==> src/rtl/bcd_score_tracker.sv <==
// rtl/bcd_score_tracker.sv - parametrised BCD score accumulator with saturation, high score and milestones
module bcd_score_tracker #(
   parameter int DIGITS   = 6,
   parameter int MS_DIGIT = 2
) (
   input  logic                  clk,
   input  logic                  resetn,
   input  logic                  clear,
   input  logic                  inc_en,
   input  logic [3:0]            inc_amt,
   input  logic                  commit,
   output logic [4*DIGITS-1:0]   score,
   output logic [4*DIGITS-1:0]   hiscore,
   output logic                  new_hi,
   output logic                  milestone,
   output logic                  saturated
);

   localparam int             W         = 4 * DIGITS;
   localparam logic [W-1:0]   ALL_NINES = {DIGITS{4'h9}};

   logic [3:0]        amt;
   logic [4:0]        ones_sum;
   logic              gen0;
   logic [DIGITS:1]   carry;
   logic [W-1:0]      sum_score;
   logic              inc_go;
   logic              overflow;
   logic              ms_change;
   logic              hi_win;

   // Clamp the step to a legal BCD digit and add it into the ones digit.
   always_comb begin
      amt      = (inc_amt > 4'd9) ? 4'd9 : inc_amt;
      ones_sum = {1'b0, score[3:0]} + {1'b0, amt};
      gen0     = (ones_sum >= 5'd10);
   end

   // Carry into digit k exists only if the ones digit generated one and every
   // digit between them is a 9; the 9-detects are parallel so the chain is a
   // plain AND ladder rather than a chain of adders.
   always_comb begin
      carry    = '0;
      carry[1] = gen0;
      for (int k = 1; k < DIGITS; k++) begin
         carry[k+1] = carry[k] & (score[4*k +: 4] == 4'd9);
      end
   end

   // Form the candidate sum: ones digit wraps by adding 6 mod 16 (same as -10),
   // upper digits either increment or wrap 9 -> 0 when a carry reaches them.
   always_comb begin
      sum_score      = score;
      sum_score[3:0] = gen0 ? (ones_sum[3:0] + 4'd6) : ones_sum[3:0];
      for (int k = 1; k < DIGITS; k++) begin
         if (carry[k]) begin
            sum_score[4*k +: 4] = (score[4*k +: 4] == 4'd9) ? 4'd0
                                                             : (score[4*k +: 4] + 4'd1);
         end
      end
   end

   // Acceptance, overflow, milestone and high-score decisions for this edge.
   always_comb begin
      inc_go    = inc_en && !clear && !saturated && (amt != 4'd0);
      overflow  = carry[DIGITS];
      ms_change = (sum_score[4*MS_DIGIT +: 4] != score[4*MS_DIGIT +: 4]);
      hi_win    = commit && (score > hiscore);
   end

   // State update: commit sees the old score, clear beats increment, pulses last one cycle.
   always_ff @(posedge clk) begin
      if (!resetn) begin
         score     <= '0;
         hiscore   <= '0;
         new_hi    <= 1'b0;
         milestone <= 1'b0;
         saturated <= 1'b0;
      end else begin
         new_hi    <= 1'b0;
         milestone <= 1'b0;
         if (hi_win) begin
            hiscore <= score;
            new_hi  <= 1'b1;
         end
         if (clear) begin
            score     <= '0;
            saturated <= 1'b0;
         end else if (inc_go) begin
            if (overflow) begin
               score     <= ALL_NINES;
               saturated <= 1'b1;
            end else begin
               score     <= sum_score;
               milestone <= ms_change;
            end
         end
      end
   end

endmodule

==> config.mk <==
export PLATFORM = sky130hd
export DESIGN_NAME = bcd_score_tracker
export DESIGN_NICKNAME = d
export VERILOG_FILES = /design/src/rtl/bcd_score_tracker.sv
export SDC_FILE = /design/constraint.sdc
export NUM_CORES = 1
export LEC_CHECK = 0
export ABC_AREA = 1
export CELL_PAD_IN_SITES_DETAIL_PLACEMENT = 1
export CELL_PAD_IN_SITES_GLOBAL_PLACEMENT = 2
export CORE_UTILIZATION = 30
export CTS_CLUSTER_DIAMETER = 50
export CTS_CLUSTER_SIZE = 14
export DETAILED_ROUTE_END_ITERATION = 10
export PLACE_DENSITY_LB_ADDON = 0.1
export SYNTH_ARGS = -nofsm -noshare
export SYNTH_HDL_FRONTEND = slang
export SYNTH_SLANG_ARGS = --single-unit
==> constraint.sdc <==
create_clock -name clk -period 5.2 [get_ports clk]
set_clock_uncertainty 0.05 [all_clocks]
set_input_delay 1.04 -clock clk [delete_from_list [all_inputs] [get_ports clk]]
set_output_delay 1.04 -clock clk [all_outputs]
set_load 0.1 [all_outputs]
==> metrics.md <==
| Metric | Value |
|---|---|
| Routed vias/inst | approximately 4.8 |
| Routed via count | between 3000 and 4000 |
| Warnings from Yosys | 0 |
| Row count | 38 |
| FMAX | about 270 MHz |
| Worst-path cell chain | clkdlybuf4s50_1 -> nor2_1 -> o21ai_0 -> ha_1 -> fa_1 -> inv_1 -> nand2_1 -> and2_1 -> ha_1 -> nand2_2 -> nand3_4 -> nand2_4 -> nand4_4 -> nor2_4 -> inv_2 -> nand4_1 -> nand2_1 |
| Top Family by Delay on Critical Path | simple AND/OR/NAND/NOR gates |
| CP required | approximately 5.3 ns |
| Global placer's final weighted congestion | about 0.8 |
| Worst-path clk slew | 0.07 ns |
| Die span in x | around 110 um |
| Max clock buf depth | 2 |
| HPWL after detailed placement | ~7600 um |
| Kind of critical path | primary input to flip-flop |
| Sequential share of the synthesized area | 0.295 |
| Layout Nets | roughly 600 |
| Fill cells | approximately 1400 |
| Leakage | roughly 1.8 nW |
| P&R area growth vs syn | 25.2% |
| Pwr per Cell Area | between 400 and 500 nW/um2 |
| Drt drc | 0 |
| DR WL/cell | ~15 um |
| Synth area leader | dfxtp_1 |
| Hold Buf Count CTS | 0 |
| Dpl cells | ~670 |
| FF-to-FF End | hiscore[2] |
| Final hold vios | 0 |
| Initial drt markers | between 80 and 90 |
| Die Span Y | around 110 um |
| Total wire length | roughly 10000 um |
| Post-CTS Setup Bufs | 0 |
| Initial core utilization | 0.314 |
| Pre-antenna DRT Iters | 4 |
| Tmin final | 3.74 ns |
| Cell area after synthesis | 3470 um2 |
| Crit path buf inv count | 3 |
| Vias in the first global route | between 3000 and 4000 |
| TritonCTS clock tree | done |
| Die ar. | 12000 um2 |
| Post_cts resized | 0 |
| Layout Cells excl Fill | 681 |
| #FFs+latches synth | slightly above 50 |
| Startpoint Class | primary input |
| Worst-skew pair later-pin latency | 0.29 ns |
| Worst reg2reg setup slack | between 2 and 2.5 ns |
| Share of cells above drive strength 1 | 0.0776 |
| First-pass GRT wire length | 16600 um |
| Number of diodes | 0 |
| Post-synth cell types | 34 |
| Worst VDD drop | roughly 0.00021 V |
| Worst setup endpoint | score[1] |
| Setup crit start | inc_amt[1] |
| R2R depth | 11 |
| RSZ-0062 raised after global routing | no |
| CTS Buf Count | 5 |
| Core ar. | 11000 um2 |
| Root buffer cell | clkbuf_16 |
| RR Startpoint | hiscore[7] |
| Worst-Margin Slew | approximately 1.1 ns |
| H-tree depth | 2 |
| Gr usage total | 0.178 |
| Highest-count cells in the layout ignoring fill and taps | nand2_1 (74), inv_1 (69), clkdlybuf4s50_1 (59), nor2_1 (55), dfxtp_1 (51) |
| Global route overflow | 0 |
| Run status | completed |
| Largest net degree at the start of global routing | 50 |
| Synthesized area per cell | around 7.1 um2 |
| Max-cap viol count | 0 |
| Slew Viols, Final | 0 |
| Crit. path cell count | 17 |
| CP endpoint kind | flip-flop |
| Slowest-stage cell, CP | clkdlybuf4s50_1 |
| Crit path DAT | around 3.9 ns |
| Share of the synthesized area in the top cell type | 0.295 |
| Antenna Nets Post-Route | 0 |
| Period utilisation layout | 0.720 |
| CTS Sinks | 51 |
| Final setup fails | 0 |
| Most common cell after layout, fill and taps aside | nand2_1 |
| Rel. slew slack | 0.261 |
| Critical Path Fanout Max | 9 |
| Port Buf Inserts | between 50 and 60 |
| Mapped Nets | 536 |
| Top cells by area, synth | dfxtp_1 (29%), ha_1 (14%), nand2_1 (8.0%) |
| Syn Inst Count | between 400 and 500 |
| IO Pins | 60 |
| Initial antenna violation count | 0 |
| CP max stage delay | ~0.42 ns |
| Hold crit path type | flip-flop to flip-flop |
| Final setup TNS | 0 ns |
## registers in the layout, indices dropped and copies added, names as in the netlist
| register | count |
|---|---|
| saturated | 1 |
| hiscore | 24 |
| milestone | 1 |
| new_hi | 1 |
| score | 24 |
## power by group
| part | internal (W) | switching, W | total (W) | leakage (nW) |
|---|---|---|---|---|
| clock network | 0.000189 | 0.000150 | 0.000338 | 0.0727 |
| registers | 0.000441 | 0.0000385 | 0.000479 | 0.413 |
| logic | 0.000265 | 0.000773 | 0.00104 | 1.35 |
| total | 0.000894 | 0.000961 | 0.00186 | 1.83 |
## stage by stage
step           power, W  setup WS (ns)  hold slack [ns]  utilization  cell area [um2]
3_5_place_dp    0.00154           1.11            0.449        0.380             4200
4_1_cts         0.00189           1.42            0.458        0.393             4340
6_report        0.00186           1.46            0.451        0.393             4340
3_3_place_gp    0.00153           1.24            0.440        0.380             4200
2_1_floorplan   0.00131           1.80            0.873            -             3470
5_1_grt         0.00199           1.19            0.490        0.393             4340
## cell usage after synthesis, drive strengths merged
cell type	count
clkbuf	7
nand2	78
xnor2	1
clkinv	1
nand4	11
ha	39
and2	1
a31oi	2
nor2	61
inv	73
a21oi	53
xor2	4
dfxtp	51
o21ai	26
nand3b	9
buf	8
or2	3
nor3	6
nand3	52
fa	1
## cells by family after synthesis
logic type | Yosys count | share of synthesized area
xor+xnor | 5 | 0.0126
buf+inv | 89 | 0.103
flops | 51 | 0.295
simple gates | 221 | 0.318
compound gates | 81 | 0.125
fa+ha+maj | 40 | 0.147
## tightest hold or removal path: stages, from the launching register on
cell	delay (ns)
dfxtp_1	0.32
inv_1	0.08
a21oi_1	0.06
## area by class of cell
cell class / instances / area [um2] / area share
Clock buffer: 6 / 139 / 0.0320
Clock inverter: 1 / 5.00 / 0.00115
Inverter: 74 / 278 / 0.0640
Multi-Input combinational cell: 347 / 2110 / 0.486
Sequential cell: 51 / 1020 / 0.235
Tap cell: 140 / 175 / 0.0404
Timing Repair Buffer: 62 / 613 / 0.141
## worst min-delay path by stage
stage                     depth (start not counted)          end         from  slack [ns]
after floorplan                                   2    saturated    saturated        0.87
after global placement                            2  hiscore[10]  hiscore[10]        0.44
after detailed placement                          2    saturated    saturated        0.45
after CTS                                         2    saturated    saturated        0.46
after global routing                              2    saturated    saturated        0.49
final                                             2    saturated    saturated        0.45
## layer usage
| layer | GRT usage | share of wire | vias to the layer above | wire length [um] |
|---|---|---|---|---|
| met1 | 0.239 | 0.49 | 1546 | 4930 |
| li1 | - | - | 1699 | - |
| met3 | 0.0273 | 0.024 | 11 | 239 |
| met2 | 0.292 | 0.46 | 41 | 4590 |
| met5 | 0 | 0 | - | 0 |
| met4 | 0.0590 | 0.021 | 0 | 212 |
Power figures use the tool's default switching activity.
